[src/rtl/tx_arb_pkg.sv]
`default_nettype none
// ============================================================================
// Module      : tx_arb_pkg
// Description : Shared types and constants for the TX frame arbiter.
// Revision    : 1.0 - initial release
// ============================================================================
package tx_arb_pkg;

    // Arbiter FSM encoding; ABORT/DRAIN only reachable with TX_ARB_TIMEOUT_EN
    typedef enum logic [1:0] {
        IDLE  = 2'd0,
        PASS  = 2'd1,
        ABORT = 2'd2,
        DRAIN = 2'd3
    } state_t;

    // tuser bit that tells the downstream frame FIFO to drop the frame
    localparam int BAD_FRAME_BIT = 0;

endpackage
`default_nettype wire

[src/rtl/rr_arbiter.sv]
`default_nettype none
// ============================================================================
// Module      : rr_arbiter
// Description : Combinational round-robin pick. Searches upward (mod PORTS)
//               starting one above the pointer and returns a one-hot grant
//               plus the index of the selected requester.
// Revision    : 1.0 - initial release
// ============================================================================
module rr_arbiter #(
    parameter int PORTS = 4
) (
    input  logic [PORTS-1:0]         i_req,
    input  logic [$clog2(PORTS)-1:0] i_ptr,
    output logic [PORTS-1:0]         o_gnt,
    output logic [$clog2(PORTS)-1:0] o_idx
);

    localparam int c_IDX_W = $clog2(PORTS);

    int   w_cand;
    logic w_found;

    // First requester after the pointer wins; the pointer itself is checked last
    always_comb begin
        o_gnt   = '0;
        o_idx   = '0;
        w_found = 1'b0;
        w_cand  = 0;
        for (int i = 1; i <= PORTS; i++) begin
            w_cand = int'(i_ptr) + i;
            if (w_cand >= PORTS) begin
                w_cand = w_cand - PORTS;
            end
            if (!w_found && i_req[w_cand]) begin
                w_found       = 1'b1;
                o_gnt[w_cand] = 1'b1;
                o_idx         = c_IDX_W'(w_cand);
            end
        end
    end

endmodule
`default_nettype wire

[src/rtl/tx_frame_arbiter.sv]
`default_nettype none
// ============================================================================
// Module      : tx_frame_arbiter
// Description : Frame-granular round-robin arbiter sharing one 8-bit
//               AXI-stream TX path among PORTS sources. A port keeps the
//               grant from its first beat through its tlast handshake.
//               Optional feature macro TX_ARB_TIMEOUT_EN builds a stall
//               watchdog that closes a stalled frame with a bad-frame beat
//               and then sinks the rest of the source frame.
// Revision    : 1.0 - initial release
// ============================================================================
module tx_frame_arbiter
    import tx_arb_pkg::*;
#(
    parameter int PORTS      = 4,
    parameter int USER_WIDTH = 1,
    parameter int TIMEOUT    = 1024
) (
    input  logic                        clk,
    input  logic                        rst_n,
    input  logic [PORTS*8-1:0]          s_axis_tdata,
    input  logic [PORTS-1:0]            s_axis_tvalid,
    output logic [PORTS-1:0]            s_axis_tready,
    input  logic [PORTS-1:0]            s_axis_tlast,
    input  logic [PORTS*USER_WIDTH-1:0] s_axis_tuser,
    output logic [7:0]                  m_axis_tdata,
    output logic                        m_axis_tvalid,
    input  logic                        m_axis_tready,
    output logic                        m_axis_tlast,
    output logic [USER_WIDTH-1:0]       m_axis_tuser,
    output logic [PORTS-1:0]            grant,
    output logic                        busy,
    output logic                        abort_pulse
);

    localparam int c_IDX_W = $clog2(PORTS);

    state_t               r_state;
    logic [PORTS-1:0]     r_grant;
    logic [c_IDX_W-1:0]   r_ptr;     // last granted port, also the current owner

    logic [PORTS-1:0]     w_arb_gnt;
    logic [c_IDX_W-1:0]   w_arb_idx;
    logic                 w_src_valid;
    logic                 w_src_last;
    logic                 w_hs;

    assign w_src_valid = s_axis_tvalid[r_ptr];
    assign w_src_last  = s_axis_tlast[r_ptr];
    assign w_hs        = m_axis_tvalid & m_axis_tready;
    assign grant       = r_grant;
    assign busy        = (r_state != IDLE);

    rr_arbiter #(
        .PORTS (PORTS)
    ) u_rr (
        .i_req (s_axis_tvalid),
        .i_ptr (r_ptr),
        .o_gnt (w_arb_gnt),
        .o_idx (w_arb_idx)
    );

`ifdef TX_ARB_TIMEOUT_EN
    localparam logic [15:0] c_TIMEOUT_LAST = 16'(TIMEOUT - 1);

    logic [15:0] r_stall_cnt;
    logic        w_stall_expire;

    // Expiry is decided here and takes effect on the next edge, so a source
    // that wakes up on the ABORT cycle is still aborted
    assign w_stall_expire = (r_state == PASS) && !w_src_valid &&
                            (r_stall_cnt == c_TIMEOUT_LAST);
    assign abort_pulse    = (r_state == ABORT) && m_axis_tready;

    // Count owner-idle cycles; downstream backpressure is not a stall
    always_ff @(posedge clk or negedge rst_n) begin
        if (!rst_n) begin
            r_stall_cnt <= '0;
        end else if (r_state == IDLE || w_hs) begin
            r_stall_cnt <= '0;
        end else if (r_state == PASS && !w_src_valid && !w_stall_expire) begin
            r_stall_cnt <= r_stall_cnt + 16'd1;
        end
    end
`else
    assign abort_pulse = 1'b0;
`endif

    // Frame-level FSM: arbitrate in IDLE, hold the owner until its frame ends
    always_ff @(posedge clk or negedge rst_n) begin
        if (!rst_n) begin
            r_state <= IDLE;
            r_grant <= '0;
            r_ptr   <= c_IDX_W'(PORTS - 1);
        end else begin
            case (r_state)
                IDLE: begin
                    if (|s_axis_tvalid) begin
                        r_grant <= w_arb_gnt;
                        r_ptr   <= w_arb_idx;
                        r_state <= PASS;
                    end
                end
                PASS: begin
                    if (w_hs && m_axis_tlast) begin
                        r_state <= IDLE;
                        r_grant <= '0;
                    end
`ifdef TX_ARB_TIMEOUT_EN
                    else if (w_stall_expire) begin
                        r_state <= ABORT;
                    end
`endif
                end
`ifdef TX_ARB_TIMEOUT_EN
                ABORT: begin
                    if (m_axis_tready) begin
                        r_state <= DRAIN;
                    end
                end
                DRAIN: begin
                    if (w_src_valid && w_src_last) begin
                        r_state <= IDLE;
                        r_grant <= '0;
                    end
                end
`endif
                default: begin
                    r_state <= IDLE;
                    r_grant <= '0;
                end
            endcase
        end
    end

    // Output steering: zero-latency mux in PASS, synthetic bad beat in ABORT,
    // owner-only sink in DRAIN
    always_comb begin
        m_axis_tvalid = 1'b0;
        m_axis_tdata  = '0;
        m_axis_tlast  = 1'b0;
        m_axis_tuser  = '0;
        s_axis_tready = '0;
        case (r_state)
            PASS: begin
                m_axis_tvalid        = w_src_valid;
                m_axis_tdata         = s_axis_tdata[r_ptr*8 +: 8];
                m_axis_tlast         = w_src_last;
                m_axis_tuser         = s_axis_tuser[r_ptr*USER_WIDTH +: USER_WIDTH];
                s_axis_tready[r_ptr] = m_axis_tready;
            end
`ifdef TX_ARB_TIMEOUT_EN
            ABORT: begin
                // All-ones tuser sets the bad-frame flag so the FIFO drops it
                m_axis_tvalid = 1'b1;
                m_axis_tlast  = 1'b1;
                m_axis_tuser  = {USER_WIDTH{1'b1}};
            end
            DRAIN: begin
                s_axis_tready[r_ptr] = 1'b1;
            end
`endif
            default: begin
            end
        endcase
    end

endmodule
`default_nettype wire
[config.mk]
export PLATFORM = sky130hd
export DESIGN_NAME = tx_frame_arbiter
export DESIGN_NICKNAME = d
export VERILOG_FILES = /design/src/rtl/tx_arb_pkg.sv /design/src/rtl/rr_arbiter.sv /design/src/rtl/tx_frame_arbiter.sv
export SDC_FILE = /design/constraint.sdc
export NUM_CORES = 1
export LEC_CHECK = 0
export CAP_MARGIN = 20
export CORE_MARGIN = 3
export CORE_UTILIZATION = 33
export CTS_BUF_LIST = sky130_fd_sc_hd__clkbuf_4
export DETAILED_ROUTE_END_ITERATION = 16
export PLACE_DENSITY = 0.78
export RECOVER_POWER = 25
export SYNTH_ARGS = -nofsm -noshare
export SYNTH_HDL_FRONTEND = slang
export SYNTH_SLANG_ARGS = --single-unit
export TNS_END_PERCENT = 5
[constraint.sdc]
create_clock -name clk -period 2.8 [get_ports clk]
set_input_delay 0.56 -clock clk [delete_from_list [all_inputs] [get_ports clk]]
set_output_delay 0.56 -clock clk [all_outputs]
set_load 0.01 [all_outputs]
# [Word-level counts from Yosys, hierarchy flattened]
# Cells that the tools add are included.
[op_classes] n_mux=52 n_lt_le_gt_ge=14 n_shift=2 bitwise=5 n_addsub=8 eq_ne=3 n_reduce_logical=17
[ops] cell="32-bit by 1-bit >= comparator with 1-bit output, second input constant" n=4
[ops] cell="32-bit by 4-bit >= comparator with 1-bit output, second input constant" n=4
[ops] cell="32-bit by 4-bit less-than comparator with 1-bit output, second input constant" n=4
[ops] cell="32-bit 2-to-1 mux" n=4
[ops] cell="32-bit by 4-bit subtractor with 32-bit output, second input constant" n=4
[ops] cell="32-bit by 6-bit indexed part select with 8-bit output" n=1
[ops] cell="4-bit 2-to-1 mux" n=7
[ops] cell="1-bit 2-to-1 mux" n=21
[ops] cell="1-bit binary-select mux with 2-bit select" n=6
[ops] cell="2-bit 2-to-1 mux" n=6
[ops] cell="4-bit OR" n=3
[ops] cell="1-bit demux with 2-bit select" n=5
[ops] cell="1-bit logical AND" n=9
[ops] cell="8-bit 2-to-1 mux" n=1
[ops] cell="4-bit one-hot mux with 2 select lines" n=1
[ops] cell="2-bit by 2-bit adder with 3-bit output, second input constant" n=2
[ops] cell="2-bit by 3-bit adder with 4-bit output, second input constant" n=1
[ops] cell="4-bit bitwise AND" n=1
[ops] cell="2-bit inequality test, second input constant" n=2
[ops] cell="2-bit one-hot mux with 2 select lines" n=1
[ops] cell="2-bit AND reduction" n=2
[ops] cell="4-bit OR reduction" n=1
[ops] cell="4-bit by 3-bit indexed part select with 1-bit output" n=1
[ops] cell="2-bit by 1-bit adder with 3-bit output, second input constant" n=1
[ops] cell="7 further kinds" n=9
[totals] inputBits=47 wordCells=104 regBits=8

# [Longest topological paths before layout]
[logic_depth] ltp_word=18 ltp_mapped=9

# [Modules after synthesis]
# A second synthesis with hierarchy kept.
[unflattened] cells_unflattened=116 area_unflattened_um2=1192.4
[modules_own_cells] mod="tx_frame_arbiter" seq_area_each_um2=177.7 cells_per_inst=60 instances=1 area_each_um2=724.4
[modules_own_cells] mod="rr_arbiter" seq_area_each_um2=0.0 cells_per_inst=56 instances=1 area_each_um2=467.9

# [Worst setup path after synthesis]
# No wires, ideal clock.
[synth_timing] kind="register to register" startpoint="register r_ptr[0]" endpoint="register r_grant[1] (netlist: grant[1])" slack_ps=-312 synth_period_minus_slack_ps=3112 t_required_ps=2726 stages_incl_launch_ff=10 t_arrival_ps=3038 n_path_buf=2 path_cell_list="dfstp_2 buf_6 buf_1 inv_1 ha_1 mux4_2 or4b_4 nor3_4 a22oi_1 o21ai_2"
[synth_between] elab_chain_len=18 elab_cells_between_ends=76 cone_classes="add/sub (8); order compare (12); eq/ne (1); mux (39); bitwise (4); reduce/logical (12)"
[synth_rtl] item="from (decl)" line="tx_frame_arbiter.sv:40" text="logic [c_IDX_W-1:0] r_ptr;"
[synth_rtl] item="from (signal assigned)" line="tx_frame_arbiter.sv:94" text="r_ptr <= c_IDX_W'(PORTS - 1);"
[synth_rtl] item="from (signal assigned)" line="tx_frame_arbiter.sv:100" text="r_ptr <= w_arb_idx;"
[synth_rtl] item="parallel branches: the longest is 18 deep, another holds 32-bit by 4-bit subtractor with 32-bit output"
[synth_rtl] item="to (signal assigned)" line="tx_frame_arbiter.sv:99" text="r_grant <= w_arb_gnt;"
[synth_rtl] item="to (decl)" line="tx_frame_arbiter.sv:39" text="logic [PORTS-1:0] r_grant;"
# Several ways; the timed one is not identified. The select of a mux whose other input is x is not followed.
# A chain may end at the register's enable or synchronous reset.

# [Final worst setup path]
[layout_timing] startpoint="register r_ptr[0]" endpoint="output s_axis_tready[2]"
[layout_between] elab_chain_len=6 elab_cells_between_ends=7 cone_classes="order compare (2); mux (3); bitwise (1); reduce/logical (1)"
[layout_rtl] item="2-bit by 3-bit less-than comparator with 1-bit output (not written as such) or 2-bit by 1-bit >= comparator with 1-bit output (tied branches)" line="tx_frame_arbiter.sv:150" text="s_axis_tready[r_ptr] = m_axis_tready;"
[layout_rtl] item="1-bit logical AND (not written as such)" line="tx_frame_arbiter.sv:150"
[layout_rtl] item="1-bit 2-to-1 mux (not written as such)" line="tx_frame_arbiter.sv:150"
[layout_rtl] item="1-bit demux with 2-bit select *" line="tx_frame_arbiter.sv:150"
[layout_rtl] item="4-bit bitwise AND (no line) *"
[layout_rtl] item="4-bit 2-to-1 mux *" line="tx_frame_arbiter.sv:144" text="case (r_state)"
[layout_rtl] item="to (decl)" line="tx_frame_arbiter.sv:23" text="output logic [PORTS-1:0] s_axis_tready,"
# Mark *: on every way between the ends. The rest lies on a longest branch, timed or not.

==> flow_summary_export.csv <==
group,metric,value,unit
run_status,status,"finished clean",
finish,number_of_diodes_added_for_antenna_fixing,0,
cts,post_cts_hold_buffer_count,0,
hold_path,timing.hold.worst.class,"flop to flop",
timing,min_period,2.68,ns
power_and_ir_drop,p_seq_frac,0.162,
timing,slew_violations,0,
placed_design,post_dp_hpwl,2720,um
worst_setup_path,crit_arrival,2.12,ns
timing,report.final.hold_viol_count,0,
power_and_ir_drop,cell_internal_pwr,974,uW
floorplanning,row_count,19,
detailed_routing,drc,0,
cts,cts_root_buffer,"sky130_fd_sc_hd__clkbuf_4",
floorplanning,boundaryPins,68,
timing,timing.setup.tns,0,ns
floorplanning,floorplan.initialDensity,0.356,
grt,antenna_found_initial,0,
synthesis,synth_nets,142,
detailed_routing,drt-pass1-iter-count,4,
finish,fillCellCount,228,
power_and_ir_drop,power.clock.fraction,0.065,
cts,cts-buffers-inserted,3,
worst_setup_path,cp_max_fanout,14,
worst_setup_path,cp.required,2.24,ns
worst_setup_path,critPathCaptureType,"primary output",
power_and_ir_drop,netSwitchingPower,657,uW
power_and_ir_drop,power.share.switching,0.403,
placed_design,placement.cell_area,1760,um2
synthesis,postSynthRegisterBits,7,
worst_setup_path,path_cells,"inv_1, buf_4, ha_1, and3_1, clkdlybuf4s50_1",
cts,clock_latency,0.26,ns
finish,final_nets,219,
cts,clock_tree_from_tritoncts,"built",
grt,via_count_of_the_first_global_routing_pass,1061,
timing,max_freq,374,MHz
worst_setup_path,critPathMaxStageDelay,0.76,ns
timing,layout_worst_path_cycle_share,0.956,
floorplanning,dieWidth,61.5,um
floorplanning,fp.dieArea,3780,um2
detailed_routing,post_drt_via_cell_ratio,5.58,
finish,proportion_of_layout_cells_with_a_drive_suffix_above_1,0.239,
placed_design,io_buffers,66,
detailed_routing,post_drt_wl_per_cell,18.0,um
timing,worst_slew_margin_rel,0.605,
grt,grt_util_all_layers,0.186,
synthesis,post_synth.cell_area_avg,11.7,um2
floorplanning,floorplan.die.height,61.5,um
placed_design,gp_routability_congestion,0.824,
floorplanning,design.core.area,2850,um2
timing,setup_viol,0,
grt,grt_max_degree,22,
timing,max_slew.worst_pin.slew,0.593,ns
worst_setup_path,worst_setup_path_start_kind,"flop",
cts,numClockSinks,7,
finish,post-route-cell-area,1840,um2
detailed_routing,route.vias.total,1082,
grt,grt_first_pass_wirelength,5240,um
grt,grt_overflow_total,0,
cts,cts-htree-levels,1,
synthesis,mappedNetlistArea,1010,um2
detailed_routing,antenna_violating_nets_post_route,0,
synthesis,synth_seq_area_share,0.175,
timing,clock-skew-final,0.00984,ns
worst_setup_path,worst-setup-path-type,"flop to primary output",
cts,max-clock-path-buffers,2,
synthesis,cell_variety_after_synth,28,
detailed_routing,drt_wl_total,3490,um
worst_setup_path,crit_path_top_delay_cell,"sky130_fd_sc_hd__dfstp_4",
detailed_routing,detailedRoute.firstIterationViolations,40,
power_and_ir_drop,power.ir.vdd_worst,445,uV
synthesis,yosys_warnings,0,
run,drv_cap,0,
cts,cts.clk_slew.worst_paths,0.06,ns
power_and_ir_drop,power.share.combinational,0.773,
synthesis,postSynthCellCount,87,
finish,area.growth.synth_to_final,80.9,%
power_and_ir_drop,power_per_cell_area,888,nW/um2
timing,rsz_0062_raised_after_global_routing,"false",
power_and_ir_drop,p_leak,0.000861,uW
## power by group through the flow
stage               Clock, uW  Sequential [uW]  Combinational [uW]
finish                    106              265                1260
global route              116              282                1360
CTS                       104              269                1290
detailed placement          0              271                1250
global placement            0              268                1210
floorplan                   0              207                 786
## flip-flops by register name (all words and copies together) (netlist names)
name,cells
r_state,1
grant,4
r_ptr,2
## synthesized netlist by cell type, drive strengths merged
cell type | n | area share
mux2 | 3 | 0.033
nor4 | 1 | 0.0062
a221oi | 2 | 0.017
a31o | 1 | 0.0086
a22oi | 1 | 0.0074
mux4 | 14 | 0.31
o211a | 3 | 0.030
conb | 1 | 0.0037
ha | 8 | 0.099
a21oi | 3 | 0.015
buf | 4 | 0.026
dfrtp | 5 | 0.12
clkbuf | 2 | 0.0074
or4b | 1 | 0.014
nor2b | 2 | 0.012
xnor2 | 1 | 0.0086
o21ai | 4 | 0.023
a221o | 6 | 0.059
nor2 | 1 | 0.0037
nor3 | 1 | 0.016
and2 | 11 | 0.068
and3 | 4 | 0.025
dfstp | 2 | 0.052
a41oi | 2 | 0.017
inv | 4 | 0.015
## critical path: cells and delay by family (launching register included)
kind | cells | cell delay (ns)
adder cells (fa/ha/maj) | 1 | 0.23
buffers and inverters | 3 | 0.71
flip-flops | 1 | 0.76
AND/OR/NAND/NOR | 1 | 0.15
## stage by stage
stage | setup slack (ns) | std cells | util | power, uW | hold slack, ns
floorplan | 0.0746 | 87 | - | 993 | 0.264
global placement | 0.0642 | 188 | 0.615 | 1480 | 0.493
detailed placement | 0.0159 | 188 | 0.615 | 1520 | 0.502
CTS | -0.000885 | 194 | 0.634 | 1660 | 0.515
global route | 0.0107 | 194 | 0.643 | 1760 | 0.531
finish | 0.123 | 194 | 0.643 | 1630 | 0.520
## cells by family after synthesis
| kind of cell | count (synthesis) | share of synthesized area |
|---|---|---|
| DFF | 7 | 0.175 |
| adders and majority gates | 8 | 0.0986 |
| and+or+nand+nor | 21 | 0.144 |
| other | 1 | 0.00370 |
| muxes | 17 | 0.344 |
| xor gates and xnor gates | 1 | 0.00863 |
| buffers and inverters | 10 | 0.0481 |
| AOI/OAI and AO/OA | 22 | 0.178 |
## worst paths after layout
kind | from | endpoint | slack [ns] | depth (start not counted)
setup / recovery | r_ptr[0]$_DFFE_PN1P_ | s_axis_tready[2] | 0.12 | 5
hold / removal | grant[1]$_DFFE_PN0P_ | grant[1]$_DFFE_PN0P_ | 0.52 | 2
setup reg to reg | r_ptr[0]$_DFFE_PN1P_ | grant[3]$_DFFE_PN0P_ | 0.17 | 7
hold reg to reg | grant[1]$_DFFE_PN0P_ | grant[1]$_DFFE_PN0P_ | 0.52 | 2
max in group asynchronous | rst_n | r_ptr[1]$_DFFE_PN1P_ | 1.88 | 1
min in group asynchronous | rst_n | grant[0]$_DFFE_PN0P_ | 0.63 | 1
## per-layer routing
metal | up-vias | share of wire | global-route usage
met5 | - | 0 | 0
met4 | 0 | 0.016 | 0.0424
met3 | 6 | 0.051 | 0.0252
met2 | 39 | 0.52 | 0.343
met1 | 528 | 0.42 | 0.229
li1 | 509 | - | -
## layout by cell type (no fill, tap or decap), drive strengths merged, types with 2 or more instances in the layout
cell            n
inv             4
mux4           14
a21oi           3
a221o           6
o211a           3
a41oi           2
dfrtp           5
buf            12
and3            4
a221oi          2
dlygate4sd3     2
dfstp           2
ha              8
nor2b           2
mux2            3
o21ai           4
clkbuf          4
and2           11
clkdlybuf4s50  53
dlymetal6s2s   11
## area by class of cell
class | count | area, um2 | area share
Timing Repair Buffer | 78 | 782 | 0.426
Sequential cell | 7 | 181 | 0.0988
Tap cell | 31 | 38.8 | 0.0211
Inverter | 4 | 15.0 | 0.00818
Multi-Input combinational cell | 70 | 788 | 0.429
Clock buffer | 4 | 30.0 | 0.0164
## repair_timing
action,CTS,global route
gates resized for setup,2,11
setup buffers,2,0
setup endpoints to repair,12,11
Note: power is estimated with default switching activity, not from simulation.
==> patch 1: new RTL, config.mk and constraints unchanged <==
The 4 states of `state_t` get a one-hot encoding in 4 bits.
--- a/src/rtl/tx_arb_pkg.sv
+++ b/src/rtl/tx_arb_pkg.sv
@@ -9,7 +9,7 @@
     // Arbiter FSM encoding; ABORT/DRAIN only reachable with TX_ARB_TIMEOUT_EN
-    typedef enum logic [1:0] {
-        IDLE  = 2'd0,
-        PASS  = 2'd1,
-        ABORT = 2'd2,
-        DRAIN = 2'd3
+    typedef enum logic [3:0] {
+        IDLE  = 4'b0001,
+        PASS  = 4'b0010,
+        ABORT = 4'b0100,
+        DRAIN = 4'b1000
     } state_t;
Check against the original RTL: no difference found for any inputs over 10 cycles, from zero or initial values and one cycle with rst_n low; not proved beyond that.
==> patch 1 against the unedited design <==
Non-clock buffer count shrank 3; sequential share of layout area grew 1.1 points; sequential cell count grew 1; critical endpoint is now m_axis_tvalid; wire length grew 2.8%; worst setup slack lost 57 ps; synthesized area grew 5.2%; total power shrank 2.9%; clock skew shrank 9.5 ps; final cell count grew 11%; largest cell class unchanged; die area grew 4.7%; core utilization shrank 2.7 points; final area grew 3.3%.
==> patch 1: results (changes against the unedited design) <==
[status]
status = finished, final reports clean  ; unchanged

[worst_setup_path]
crit_fanout = 12  ; was 14
arrival_ps = 2170  ; was 2120 ps
regToRegEndpoint = grant[2]$_DFFE_PN0P_  ; was grant[3]$_DFFE_PN0P_
r2r_slack_ps = 150  ; was 170 ps
rr_startpoint = r_ptr[0]$_DFFE_PN1P_  ; unchanged

[place]
hpwl_um = 2890  ; was 2720 µm
place_ws_ps = 35.3  ; was 15.9 ps
place_area_um2 = 1800  ; was 1760 µm²
gp_congestion = 0.793  ; was 0.824

[timing]
worst_slew_pin_slew_ps = 498  ; was 593 ps
finalClockSkew_ps = 0.310  ; was 9.84 ps

[hold_path]
min_from = grant[2]$_DFFE_PN0P_  ; was grant[1]$_DFFE_PN0P_
min_path_cells = 1  ; was 2
hold_end = grant[2]$_DFFE_PN0P_  ; was grant[1]$_DFFE_PN0P_

[pwr]
cellLeakagePower_nw = 0.874  ; was 0.861 nW
ir_drop_uv = 354  ; was 445 µV

[global_route]
grt_pass1_wl_um = 5520  ; was 5240 µm
grt.total_usage = 0.176  ; was 0.186
grt_max_degree = 17  ; was 22
grt_pass1_vias = 1145  ; was 1,061

[route]
wirelength_um = 3580  ; was 3490 µm
drtIter0Drc = 42  ; was 40
viasPerCell = 5.19  ; was 5.58

[synthesis]
synthTopCellsByArea = mux4_2, mux4_1, dfrtp_1  ; was mux4_2, dfrtp_1, ha_1
syn_nets = 153  ; was 142
synthDistinctLibCells = 32  ; was 28
synthTopCellsByCount = and2_1, ha_1, mux4_2  ; was mux4_2, and2_1, ha_1
yosysSeqAreaShare = 0.191  ; was 0.175

[layout]
drive_gt1_frac = 0.181  ; was 0.239
fin_util = 0.616  ; was 0.643
fin_nets = 227  ; was 219
insertedDiodeCount = 0  ; unchanged
fillers = 278  ; was 228

## patch 1: changes by cell type after synthesis, sizes merged, moves of 3 or more
cell | before | now
nor2b | 2 | 7
nand2 | 0 | 4
a221oi | 2 | 5
mux2 | 3 | 0
nor3 | 1 | 4
o211a | 3 | 0
## patch 1: cells by family after synthesis
| logic type | Yosys count | synth area share |
|---|---|---|
| and+or+nand+nor | 39 | 0.215 |
| AOI/OAI and AO/OA | 17 | 0.124 |
| muxes | 14 | 0.317 |
| buffers and inverters | 10 | 0.0481 |
| adders and majority gates | 8 | 0.0938 |
| DFF | 8 | 0.191 |
| other | 1 | 0.00351 |
| xor gates and xnor gates | 1 | 0.00821 |
## patch 1: power breakdown
group	internal, mW	switching [mW]	leakage [nW]
Sequential	0.187	0.0618	0.0975
Clock	0.0642	0.0389	0.0184
Combinational	0.688	0.544	0.758
## patch 1: area by class of cell
| cell class | instances | share of cell area |
|---|---|---|
| sequential | 8 | 0.109 |
| multi-input combinational | 81 | 0.447 |
| timing repair buffer | 75 | 0.392 |
| clock buffer | 4 | 0.0158 |
| inverter | 3 | 0.00594 |
| tap | 44 | 0.0290 |
## patch 1: timing repair
item                                   4_1_cts  5_1_grt
endpoints found under the hold margin        0        0
cloned                                       0        1
setup endpoints to repair                   10       14
resized for setup                            4       11
setup buffers                                1        0
## patch 1: worst max-delay path, stage by stage (launching register included)
cell	delay [ps]
dfstp_4	730
mux4_2	540
and2_1	170
clkdlybuf4s50_1	490
## patch 1: worst max-delay path by stage
stage / to / slack [ps] / cells after the start
5_1_grt: s_axis_tready[2] / -20 / 5
6_report: m_axis_tvalid / 70 / 3
3_5_place_dp: grant[2]$_DFFE_PN0P_ / 40 / 6
2_1_floorplan: grant[0]$_DFFE_PN0P_ / 3 / 9
3_3_place_gp: m_axis_tvalid / 100 / 4
4_1_cts: m_axis_tuser / 20 / 3
## patch 1: routing by layer
| layer | vias to the layer above | GRT usage | share of wire |
|---|---|---|---|
| met1 | 538 | 0.189 | 0.36 |
| met2 | 34 | 0.339 | 0.59 |
| met4 | 0 | 0.0854 | 0.023 |
| li1 | 534 | - | - |
| met3 | 10 | 0.0144 | 0.027 |
| met5 | - | 0 | 0 |
## patch 1: metrics by stage
| stage | instances | hold slack [ps] |
|---|---|---|
| after floorplan | 98 | 264 |
| after global placement | 209 | 504 |
| after detailed placement | 209 | 510 |
| after CTS | 214 | 522 |
| after global routing | 215 | 540 |
| final | 215 | 514 |
==> patch 2: new RTL, same settings <==
Made on the original files. `PORTS` is set to 4 in 2 places; all go to 2.
--- a/src/rtl/rr_arbiter.sv
+++ b/src/rtl/rr_arbiter.sv
@@ -9,3 +9,3 @@
 module rr_arbiter #(
-    parameter int PORTS = 4
+    parameter int PORTS = 2
 ) (
--- a/src/rtl/tx_frame_arbiter.sv
+++ b/src/rtl/tx_frame_arbiter.sv
@@ -14,3 +14,3 @@
 #(
-    parameter int PORTS      = 4,
+    parameter int PORTS      = 2,
     parameter int USER_WIDTH = 1,
Interface: changed (6 resized); port bits go from 68 to 42. The function was not compared with the original's and may differ.
==> patch 2 against the unedited design <==
Worst setup slack better by 90 ps; global-route usage up 0.32 points; synthesized area down 56%; clock power down 9%; largest power group unchanged; wire length down 55%; critical path depth down 1; total power down 60%; sequential cell count down 3; final area down 53%; clock skew down 1.4 ps.
==> patch 2: results (changes against the unedited design) <==
[synthesis]
syn_nets = 76  ; was 142
synthTopCellsByCount = mux2i_1, nor2b_1, dfrtp_1, nand2_1  ; was mux4_2, and2_1, ha_1
synthDistinctLibCells = 25  ; was 28
yosysSeqAreaShare = 0.228  ; was 0.175

[route]
wirelength_um = 1570  ; was 3490 µm
drtIter0Drc = 20  ; was 40
dr_wl_met2_um = 851  ; was 1800 µm

[worst_setup_path]
slowest_stage = dlygate4sd3_1  ; was dfstp_4
cp-endpoint = m_axis_tvalid  ; was s_axis_tready[2]
max_stage_delay_ps = 640  ; was 760 ps
regToRegEndpoint = r_state[0]$_DFFE_PN0P_  ; was grant[3]$_DFFE_PN0P_
rr_startpoint = r_ptr$_DFFE_PN1P_  ; was r_ptr[0]$_DFFE_PN1P_
cp_top_family = buffers and inverters  ; was flip-flops
r2r_cells = 3  ; was 7
arrival_ps = 2030  ; was 2120 ps
r2r_slack_ps = 1410  ; was 170 ps

[layout]
buffer_area_frac = 0.468  ; was 0.426
clkCellAreaFrac = 0.0351  ; was 0.0164
largest_register_ffs = 2  ; was 4
fillers = 107  ; was 228
fin_nets = 117  ; was 219

[cts]
cts_resized = 0  ; was 2
clock_sinks = 4  ; was 7

[global_route]
grt_pass1_vias = 477  ; was 1,061
grt_pass1_wl_um = 2540  ; was 5240 µm
grtUsageMet1 = 0.250  ; was 0.229

[status]
status = finished, final reports clean  ; unchanged

[timing]
finalClockSkew_ps = 8.43  ; was 9.84 ps

[place]
gp_congestion = 0.800  ; was 0.824

[patch 2: changes by cell type after synthesis, moves of 3 or more]
cell and delta:
nand2_1 +3, mux2_2 -3, and3_1 -3, ha_1 -8, mux2i_1 +11, inv_1 -4
mux4_2 -14, and2_1 -11, o211a_1 -3, nor2b_1 +9, a221o_1 -6
[patch 2: metrics by stage]
step | instance area [µm²] | worst slack, ps | power (mW)
finish | 856 | 214 | 0.647
floorplan | 445 | 1200 | 0.364
detailed placement | 826 | 297 | 0.555
CTS | 856 | 283 | 0.656
global route | 856 | 149 | 0.695
global placement | 826 | 298 | 0.550
[patch 2: power breakdown]
group	switching [mW]	internal (mW)
Sequential	0.0712	0.0879
Combinational	0.135	0.257
Clock	0.0326	0.0637
Total	0.239	0.408
[patch 2: cells by family after synthesis]
family                 Yosys count  synth area share
AND/OR/NAND/NOR                 25             0.351
multiplexers                    11             0.247
AO/OA/AOI/OAI                    6            0.0814
flip-flops                       4             0.228
buffers and inverters            4            0.0843
other                            1           0.00842
